**config.mk**
```make
export PLATFORM = sky130hd
export DESIGN_NAME = game_irq_ctrl_flat
export DESIGN_NICKNAME = d
export VERILOG_FILES = /design/src/rtl/game_io_pkg.sv /design/src/rtl/game_irq_ctrl_if.sv /design/src/rtl/game_irq_ctrl_tick.sv /design/src/rtl/game_irq_ctrl.sv /design/src/flat_wrapper.sv
export SDC_FILE = /design/constraint.sdc
export NUM_CORES = 1
export LEC_CHECK = 0
export ABC_AREA = 1
export CAP_MARGIN = 30
export CORE_ASPECT_RATIO = 1.1
export CORE_MARGIN = 1.5
export CORE_UTILIZATION = 45
export DETAILED_ROUTE_END_ITERATION = 7
export GPL_TIMING_DRIVEN = 0
export PLACE_DENSITY = 0.72
export SLEW_MARGIN = 0
export SYNTH_ARGS = -nofsm -noshare
export SYNTH_HDL_FRONTEND = slang
export SYNTH_SLANG_ARGS = --single-unit
```
**constraint.sdc**
```tcl
create_clock -name clk -period 3.05 [get_ports clk]
set_input_delay 0.305 -clock clk [delete_from_list [all_inputs] [get_ports clk]]
set_output_delay 0.305 -clock clk [all_outputs]
set_load 0.01 [all_outputs]
```
**src/rtl/game_io_pkg.sv**
```systemverilog
// Shared definitions for the game I/O interrupt controller: register offsets, source bits,
// FSM encoding and the fixed-priority picker.
package game_io_pkg;

  localparam logic [7:0] RegStatus   = 8'd0;
  localparam logic [7:0] RegMask     = 8'd1;
  localparam logic [7:0] RegCause    = 8'd2;
  localparam logic [7:0] RegTickCtrl = 8'd3;
  localparam logic [7:0] RegOverrun  = 8'd4;
  localparam logic [7:0] NumRegs     = 8'd5;

  localparam int unsigned SrcTick = 0;
  localparam int unsigned SrcColl = 1;
  localparam int unsigned SrcBtn  = 2;
  localparam int unsigned SrcExt  = 3;

  localparam int unsigned TickDivDefault = 50_000_000;
  localparam int unsigned TICK_W         = $clog2(TickDivDefault);

  typedef enum logic [1:0] {
    StIdle    = 2'd0,
    StAssert  = 2'd1,
    StService = 2'd2
  } irq_state_e;

  // Highest first: collision, tick, ext, button.
  function automatic logic [3:0] prio_pick(input logic [3:0] req);
    logic [3:0] one_hot;
    one_hot = '0;
    if (req[SrcColl])      one_hot[SrcColl] = 1'b1;
    else if (req[SrcTick]) one_hot[SrcTick] = 1'b1;
    else if (req[SrcExt])  one_hot[SrcExt]  = 1'b1;
    else if (req[SrcBtn])  one_hot[SrcBtn]  = 1'b1;
    return one_hot;
  endfunction

endpackage

```
**src/rtl/game_irq_ctrl_if.sv**
```systemverilog
// KCPSM6-side port bus and interrupt handshake of the game interrupt controller.
interface game_irq_ctrl_if;
  logic [7:0] port_id;
  logic [7:0] out_port;
  logic       write_strobe;
  logic       interrupt;
  logic       interrupt_ack;
  logic [7:0] irq_rdata;
  logic       irq_rsel;

  modport master (
    output port_id, out_port, write_strobe, interrupt_ack,
    input  interrupt, irq_rdata, irq_rsel
  );

  modport slave (
    input  port_id, out_port, write_strobe, interrupt_ack,
    output interrupt, irq_rdata, irq_rsel
  );
endinterface

```
**src/rtl/game_irq_ctrl_tick.sv**
```systemverilog
// Game tick counter: counts while enabled, wraps at TICK_DIV-1 with a one-cycle wrap pulse.
module game_tick_timer #(
  parameter int unsigned TICK_DIV = 50_000_000,
  parameter int unsigned Width    = 26
) (
  input  logic clk,
  input  logic rst,
  input  logic en,
  input  logic clr,
  output logic wrap
);

  localparam logic [Width-1:0] Last = Width'(TICK_DIV - 1);

  logic [Width-1:0] cnt_q, cnt_d;

  always_comb begin
    wrap  = en && !clr && (cnt_q == Last);
    cnt_d = cnt_q;
    if (clr)       cnt_d = '0;
    else if (wrap) cnt_d = '0;
    else if (en)   cnt_d = cnt_q + 1'b1;
  end

  always_ff @(posedge clk) begin
    if (rst) cnt_q <= '0;
    else     cnt_q <= cnt_d;
  end

endmodule

```
**src/rtl/game_irq_ctrl.sv**
```systemverilog
// Interrupt controller for KCPSM6: latches four event sources, masks, arbitrates by fixed
// priority and runs the interrupt/ack/EOI handshake behind a small port-mapped window.
module game_irq_ctrl
  import game_io_pkg::*;
#(
  parameter int unsigned TICK_DIV  = 50_000_000,
  parameter logic [7:0]  BASE_PORT = 8'h10
) (
  input  logic             clk,
  input  logic             rst,
  input  logic             collision_detect,
  input  logic [3:0]       db_btns,
  input  logic             irq_ext,
  game_irq_ctrl_if.slave   bus
);

  localparam int unsigned TickW = (TICK_DIV > 1) ? $clog2(TICK_DIV) : 1;

  logic       coll_q, ext_q;
  logic [3:0] btns_q;
  logic [3:0] pending_q, pending_d;
  logic [3:0] mask_q, mask_d;
  logic [3:0] cause_q, cause_d;
  logic [3:0] overrun_q, overrun_d;
  logic       tick_en_q, tick_en_d;
  logic [7:0] rdata_q, rdata_d;
  logic       rsel_q;
  irq_state_e state_q, state_d;

  logic [3:0] ev, claim, status_clr, ovr_clr;
  logic [7:0] off;
  logic       in_win, tick_wrap, irq;
  logic       wr_status, wr_mask, wr_cause, wr_tick, wr_overrun, eoi;

  game_tick_timer #(
    .TICK_DIV (TICK_DIV),
    .Width    (TickW)
  ) u_tick (
    .clk  (clk),
    .rst  (rst),
    .en   (tick_en_q),
    .clr  (wr_tick),
    .wrap (tick_wrap)
  );

  // Offset arithmetic wraps, so anything below BASE_PORT lands far outside the window.
  assign off    = bus.port_id - BASE_PORT;
  assign in_win = off < NumRegs;

  assign wr_status  = bus.write_strobe && (off == RegStatus);
  assign wr_mask    = bus.write_strobe && (off == RegMask);
  assign wr_cause   = bus.write_strobe && (off == RegCause);
  assign wr_tick    = bus.write_strobe && (off == RegTickCtrl);
  assign wr_overrun = bus.write_strobe && (off == RegOverrun);
  assign eoi        = wr_cause;

  always_comb begin
    ev          = '0;
    ev[SrcTick] = tick_wrap;
    ev[SrcColl] = collision_detect && !coll_q;
    ev[SrcBtn]  = |(db_btns & ~btns_q);
    ev[SrcExt]  = irq_ext && !ext_q;
  end

  always_comb begin
    state_d = state_q;
    cause_d = cause_q;
    claim   = '0;
    irq     = 1'b0;
    unique case (state_q)
      StIdle: begin
        if (|(pending_q & mask_q)) begin
          claim   = prio_pick(pending_q & mask_q);
          cause_d = claim;
          state_d = StAssert;
        end
      end
      StAssert: begin
        irq = 1'b1;
        if (bus.interrupt_ack) state_d = StService;
      end
      StService: begin
        if (eoi) begin
          cause_d = '0;
          state_d = StIdle;
        end
      end
      default: state_d = StIdle;
    endcase
  end

  // A fresh event always wins over a clear; a bit being cleared or claimed is not an overrun.
  always_comb begin
    status_clr = wr_status  ? bus.out_port[3:0] : 4'b0;
    ovr_clr    = wr_overrun ? bus.out_port[3:0] : 4'b0;
    pending_d  = (pending_q & ~status_clr & ~claim) | ev;
    overrun_d  = (overrun_q & ~ovr_clr) | (ev & pending_q & ~status_clr & ~claim);
    mask_d     = wr_mask ? bus.out_port[3:0] : mask_q;
    tick_en_d  = wr_tick ? bus.out_port[0] : tick_en_q;
  end

  always_comb begin
    rdata_d = '0;
    if (in_win) begin
      case (off)
        RegStatus:   rdata_d = {4'b0, pending_q};
        RegMask:     rdata_d = {4'b0, mask_q};
        RegCause:    rdata_d = {4'b0, cause_q};
        RegTickCtrl: rdata_d = {7'b0, tick_en_q};
        RegOverrun:  rdata_d = {4'b0, overrun_q};
        default:     rdata_d = '0;
      endcase
    end
  end

  always_ff @(posedge clk) begin
    if (rst) begin
      coll_q    <= 1'b0;
      btns_q    <= '0;
      ext_q     <= 1'b0;
      pending_q <= '0;
      mask_q    <= '0;
      cause_q   <= '0;
      overrun_q <= '0;
      tick_en_q <= 1'b0;
      rdata_q   <= '0;
      rsel_q    <= 1'b0;
      state_q   <= StIdle;
    end else begin
      coll_q    <= collision_detect;
      btns_q    <= db_btns;
      ext_q     <= irq_ext;
      pending_q <= pending_d;
      mask_q    <= mask_d;
      cause_q   <= cause_d;
      overrun_q <= overrun_d;
      tick_en_q <= tick_en_d;
      rdata_q   <= rdata_d;
      rsel_q    <= in_win;
      state_q   <= state_d;
    end
  end

  assign bus.interrupt = irq;
  assign bus.irq_rdata = rdata_q;
  assign bus.irq_rsel  = rsel_q;

endmodule

```
**src/flat_wrapper.sv**
```systemverilog
// flat-port wrapper written by rule: the top's interface ports become plain ports
module game_irq_ctrl_flat import game_io_pkg::*;
#(
  parameter int unsigned TICK_DIV  = 50_000_000,
  parameter logic [7:0]  BASE_PORT = 8'h10
)
  (clk, rst, collision_detect, db_btns, irq_ext, bus_port_id, bus_out_port, bus_write_strobe, bus_interrupt_ack, bus_interrupt, bus_irq_rdata, bus_irq_rsel);
  game_irq_ctrl_if bus_i ();
  input  logic clk;
  input  logic rst;
  input  logic collision_detect;
  input  logic [3:0] db_btns;
  input  logic irq_ext;
  input wire logic [$bits(bus_i.port_id)-1:0] bus_port_id;
  input wire logic [$bits(bus_i.out_port)-1:0] bus_out_port;
  input wire logic [$bits(bus_i.write_strobe)-1:0] bus_write_strobe;
  input wire logic [$bits(bus_i.interrupt_ack)-1:0] bus_interrupt_ack;
  output wire logic [$bits(bus_i.interrupt)-1:0] bus_interrupt;
  output wire logic [$bits(bus_i.irq_rdata)-1:0] bus_irq_rdata;
  output wire logic [$bits(bus_i.irq_rsel)-1:0] bus_irq_rsel;
  assign bus_i.port_id = bus_port_id;
  assign bus_i.out_port = bus_out_port;
  assign bus_i.write_strobe = bus_write_strobe;
  assign bus_i.interrupt_ack = bus_interrupt_ack;
  assign bus_interrupt = bus_i.interrupt;
  assign bus_irq_rdata = bus_i.irq_rdata;
  assign bus_irq_rsel = bus_i.irq_rsel;
  game_irq_ctrl #(.TICK_DIV(TICK_DIV), .BASE_PORT(BASE_PORT)) u_core (.clk(clk), .rst(rst), .collision_detect(collision_detect), .db_btns(db_btns), .irq_ext(irq_ext), .bus(bus_i));
endmodule
```
* Yosys cells after proc, flatten, opt, wreduce, memory -nomap -nowiden
Index checks and enable logic that the tools add are counted. Widths: inputs -> output; s select.
Cells by class: bitwise logic cells 15, $add $sub $neg 2, mux-type cells 21, eq/ne operators 10, magnitude comparators 1, reduce and logical (&&, ||, !) cells 21
Operators by type and width (number):
- $and 4x4->4 | 8
- $add 26x1->26 const B | 1
- $eq 26x26->1 const B | 1
- $mux 4 | 6
- $pmux 4 s5 | 1
- $eq 8x2->1 const B | 2
- $not 4->4 | 4
- $mux 2 | 5
- $logic_and 1x1->1 | 9
- $eq 8x1->1 const B | 1
- $eq 8x3->1 const B | 1
- $logic_not 8->1 | 1
- $lt 8x3->1 const B | 1
- $or 4x4->4 | 2
- $pmux 4 s2 | 1
- $reduce_or 4->1 | 2
- $sub 8x5->8 const B | 1
- $mux 1 | 7
- $pmux 2 s3 | 1
- $reduce_and 3->1 | 2
- $ne 2x1->1 const B | 2
- $logic_not 1->1 | 3
- $reduce_or 3->1 | 1
- $eq 2x1->1 const B | 1
- 6 further kinds | 6
Word-level totals: bits in registers 60

* Longest topological paths before layout
depth in word-level cells 10, gate-level depth with buffers 9, gate-level depth less buffers 9

* By module
From an unflattened synthesis, not the netlist that was laid out.
Second synthesis, totals: cells, all modules 474, area total of the unflattened synthesis 3135.5 sq um
Modules (own cells, without submodules):
- game_irq_ctrl | times used 1, sequential area each 600.6 sq um, cells each 234, area each 1580.3 sq um
- game_tick_timer | times used 1, sequential area each 520.5 sq um, cells each 240, area each 1555.2 sq um

* Worst setup path after synthesis
Ideal clock, no wire load.
path kind reg-to-reg, start register u_core.u_tick.cnt_q[0], end register u_core.u_tick.cnt_q[14], setup time 0.115 ns, cell stages (with the launch flop) 10, arrival time 1.286 ns, path buffers 1, path slack 1.650 ns, period minus slack after synthesis 1.400 ns, cells stage by stage dfxtp_1 -> ha_1 -> nand2_1 -> nor2_1 -> nand2_1 -> nor2_1 -> nand2_1 -> o21bai_4 -> buf_6 -> nor2_1
On the way: cells in the longest elaborated chain, start to end 3, elaborated cells between the ends (all ways) 4, those cells by class 1 x add/sub; 1 x eq/ne; 2 x reduce/logical
Ends and longest elaborated chain:
- from (decl) | RTL line game_irq_ctrl_tick.sv:15 | logic [Width-1:0] cnt_q, cnt_d;
- from (signal assigned) | RTL line game_irq_ctrl_tick.sv:27 | else cnt_q <= cnt_d;
- branches (longest 3 deep; another with $add 26x1->26)
Several ways; the timed one is not identified. A chain may end at the register's enable or synchronous reset.

* Worst setup path in the final report
start input port bus_port_id[1], end register u_core.cause_q[2]
On the way: cells in the longest elaborated chain, start to end 5
Ends and longest elaborated chain:
- from (decl) | RTL line flat_wrapper.sv:14 | input wire logic [$bits(bus_i.port_id)-1:0] bus_port_id;
- $sub 8x5->8 | RTL line game_irq_ctrl.sv:47 | assign off = bus.port_id - BASE_PORT;
- $eq 8x2->1 | RTL line game_irq_ctrl.sv:52 | assign wr_cause = bus.write_strobe && (off == RegCause);
- $logic_and 1x1->1 | RTL line game_irq_ctrl.sv:52
- $ne 2x1->1 (no line)
- $reduce_and 3->1 (no line)
- to (signal assigned) | RTL line game_irq_ctrl.sv:135 | cause_q <= cause_d;
- to (decl) | RTL line game_irq_ctrl.sv:23 | logic [3:0] cause_q, cause_d;
No other way between the ends.

==> reports/results.ini <==
[power]
internal_power_uw=956.7
power-per-cell-area_mw_per_mm2=391.5
power.clock.fraction=0.319
seq_power_share=0.589
p_leak_uw=0.001239
vdd_drop_max_mv=0.3037
combinational_power_share=0.092
netSwitchingFraction=0.2497
net-switching-power_uw=318.4

[grt]
wire_length_of_the_first_global_routing_pass_um=10440
use_met1=0.2315
use_met3=0.04043
grt_max_degree=18
grtUsageMet2=0.3486
grt_remaining_overflow=0
grtUsageTotal=0.1963
antenna_found_initial=0
grt_pass1_vias=2405
grt_busiest_layer=met2

[setup_path]
worst_setup_path_end_kind=register
critical_path_data_arrival_time_ps=2010
critical_path.top_delay_family=simple AND/OR/NAND/NOR gates
worst_setup_path_startpoint=bus_port_id[1]
worst_r2r_endpoint=u_core.u_tick.cnt_q[16]
path_cells=clkdlybuf4s50_1, inv_1, nor3_1, nand3_1, nand2_1, nand2_1, nand2_1, a21oi_1
reg2reg_slack_ps=1370
worst-r2r-cell-count=9
cp_num_buf_inv=2
worstSetupStartpointType=input port
worst-setup-path-type=in -> reg
timing.critical_path.mode_cell=nand2_1
worst_path_largest_cell_delay_ps=580
worst_ep_required_time_ps=3230
crit_path_max_fanout=5
timing.rr.start=u_core.u_tick.cnt_q[0]
critical_path.slowest_cell=clkdlybuf4s50_1

[die]
die-area_mm2=0.006708
row_count=29
floorplan.die.width_um=78.23
floorplan.initialDensity=0.4766
die_height_um=85.75
io_pins=36
core_area_mm2=0.005878

[place]
postPlaceCellArea_mm2=0.003169
place_ws_ps=888.5
placed_cells=520
io_buffer_count=26
place_hpwl_um=4724
finalWeightedCongestion=0.8348

[route]
drt-total-wl_um=6108
drt_first_iter_violations=124
firstDrtPassIters=5
postRouteAntennaNets=0
drt_drc_violations_left=0
detail_route.wl_per_cell_um=11.57
route.detailed.vias_per_inst=4.943
num_vias=2610

[min_path]
worst_hold_path_type=reg -> reg
whs_endpoint=u_core.mask_q[0]
min-delay-start=u_core.mask_q[0]
timing.hold.worst_path_depth=2

[timing]
final-setup-viol-count=0
timing.hold.ws_ps=469.7
post-route-worst-setup-slack_ps=1219
hold_viol=0
timing.final.crit_period_ps=1831
timing.final.max_slew_violations=0
max_freq_mhz=546.1
unrepaired_setup_endpoints_after_global_routing=no
slew-limit-headroom=0.6217
accumulated_negative_setup_slack_ps=0
post-route-period-util=0.6004
fin_worst_skew_ps=11.46
max_slew.worst_pin.slew_ps=563.2

[clocking]
tritoncts_buffers=5
cts.htree.levels=2
post_cts.resized_instances=0
worst_skew_pair.late_latency_ps=310
cts_setup_buffers=0
worst_setup_hold_path_clk_slew_ps=100
ctsLongestPathBuffers=2
cts.hold.buffers_added=0
cts.sinks=56
tritoncts=built
clock_tree.root_cell=clkbuf_8

[finish]
post_route_cells_drive_above_1_share=0.06208
antennaDiodeCount=0
final_nets=477
flow.area_growth_from_synthesis_pct=16.26
postLayoutCellArea_mm2=0.003257
post_layout_nonfiller_instances=528
fill_count=591

[yosys]
post_synth_instance_area_mm2=0.002801
ys.warnings.count=0
synth_sequential_area_ratio=0.4002
syn_area_per_cell_um2=6.767
ys.flop_type=dfxtp_1
post_synth_edffs=0
synth_async_sr_flop_share=0
synth_cells=414
yosys.cell_types.count=31
synth.ff_latch_count=56

[outcome]
status=complete, no violations

[job]
maxCapViolCount=0

-- power groups by stage --
stage	Combinational, uW	Sequential (uW)	Clock [uW]
final	117	751	407
after global routing	129	753	455
after CTS	116	751	421
after detailed placement	116	768	0
after global placement	115	767	0
after floorplan	65.5	766	0
-- cell type report --
class                   count  area (um^2)  area share
plain buffers              11        76.32     0.02343
well taps                  77        96.34     0.02958
flip-flops and latches     56         1121      0.3442
clock inverters             3        18.77    0.005763
inverters                  60        225.2     0.06915
repair buffers             26        260.3     0.07991
multi-input cells         290         1390      0.4268
clock buffers               5        68.82     0.02113
-- metal layers --
metal	share of wire	vias up	wire length (um)
met1	0.45	1187	2731
met2	0.51	49	3143
met3	0.030	4	182
met5	0	-	0
met4	0.0082	0	50
li1	-	1370	-
-- logic make-up after synthesis --
| logic type | synth area share |
|---|---|
| other | 0.001339 |
| xor gates and xnor gates | 0.04064 |
| AOI/OAI and AO/OA | 0.09513 |
| and+or+nand+nor | 0.3506 |
| buffers and inverters | 0.1076 |
| DFF | 0.4002 |
| adders and majority gates | 0.004466 |
-- stage by stage --
step	utilization	total power [uW]
after floorplan	-	831.7
after global placement	0.5392	882.4
after detailed placement	0.5392	884.2
after CTS	0.5541	1289
after global routing	0.5541	1337
final	0.5541	1275
-- flip-flops by register name, indices dropped and copies added, names as in the netlist --
signal,flops
u_core.btns_q,4
u_core.tick_en_q,1
u_core.ext_q,1
u_core.pending_q,4
u_core.cause_q,4
u_core.state_q,2
u_core.bus.irq_rdata,4
u_core.bus.irq_rsel,1
u_core.mask_q,4
u_core.u_tick.cnt_q,26
u_core.overrun_q,4
u_core.coll_q,1
-- how the worst max path moves through the flow --
stage / end / slack (ps) / depth (start not counted)
finish: u_core.cause_q[2] / 1220 / 8
global route: u_core.cause_q[2] / 1030 / 9
CTS: u_core.cause_q[2] / 1250 / 8
detailed placement: u_core.cause_q[0] / 890 / 8
global placement: u_core.cause_q[0] / 940 / 9
floorplan: u_core.u_tick.cnt_q[14] / 1650 / 9
-- Yosys cell counts, types with 2 or more instances --
| cell | instances | area, um^2 |
|---|---|---|
| buf_4 | 5 | 37.54 |
| nor2_1 | 76 | 285.3 |
| nand4_1 | 8 | 50.05 |
| xnor2_1 | 2 | 17.52 |
| inv_1 | 60 | 225.2 |
| o22ai_1 | 2 | 12.51 |
| a21oi_1 | 26 | 130.1 |
| nand2_2 | 2 | 12.51 |
| nand2_1 | 76 | 285.3 |
| buf_6 | 2 | 22.52 |
| dfxtp_1 | 56 | 1121 |
| nor3_1 | 13 | 65.06 |
| clkbuf_1 | 3 | 11.26 |
| nand3_1 | 38 | 190.2 |
| o21ai_0 | 15 | 75.07 |
| nand3b_1 | 2 | 15.01 |
| nor2_2 | 4 | 25.02 |
| xor2_1 | 11 | 96.34 |
-- cell usage in the layout (no fill, tap or decap), types with 3 or more instances in the layout --
cell type / instances
nand2_1: 76
nor3_1: 13
xor2_1: 11
inv_1: 60
nand3_1: 38
o21ai_0: 15
nor2_2: 4
nand4_1: 8
clkdlybuf4s50_1: 26
clkbuf_8: 5
a21oi_1: 26
dfxtp_1: 56
buf_4: 5
conb_1: 4
clkbuf_1: 3
nor2_1: 76
-- tightest hold or removal path: stages (launching register included) --
cell and delay (ps):
dfxtp_1 320, inv_1 60, a21oi_1 50
(Power assumes the default switching activity.)
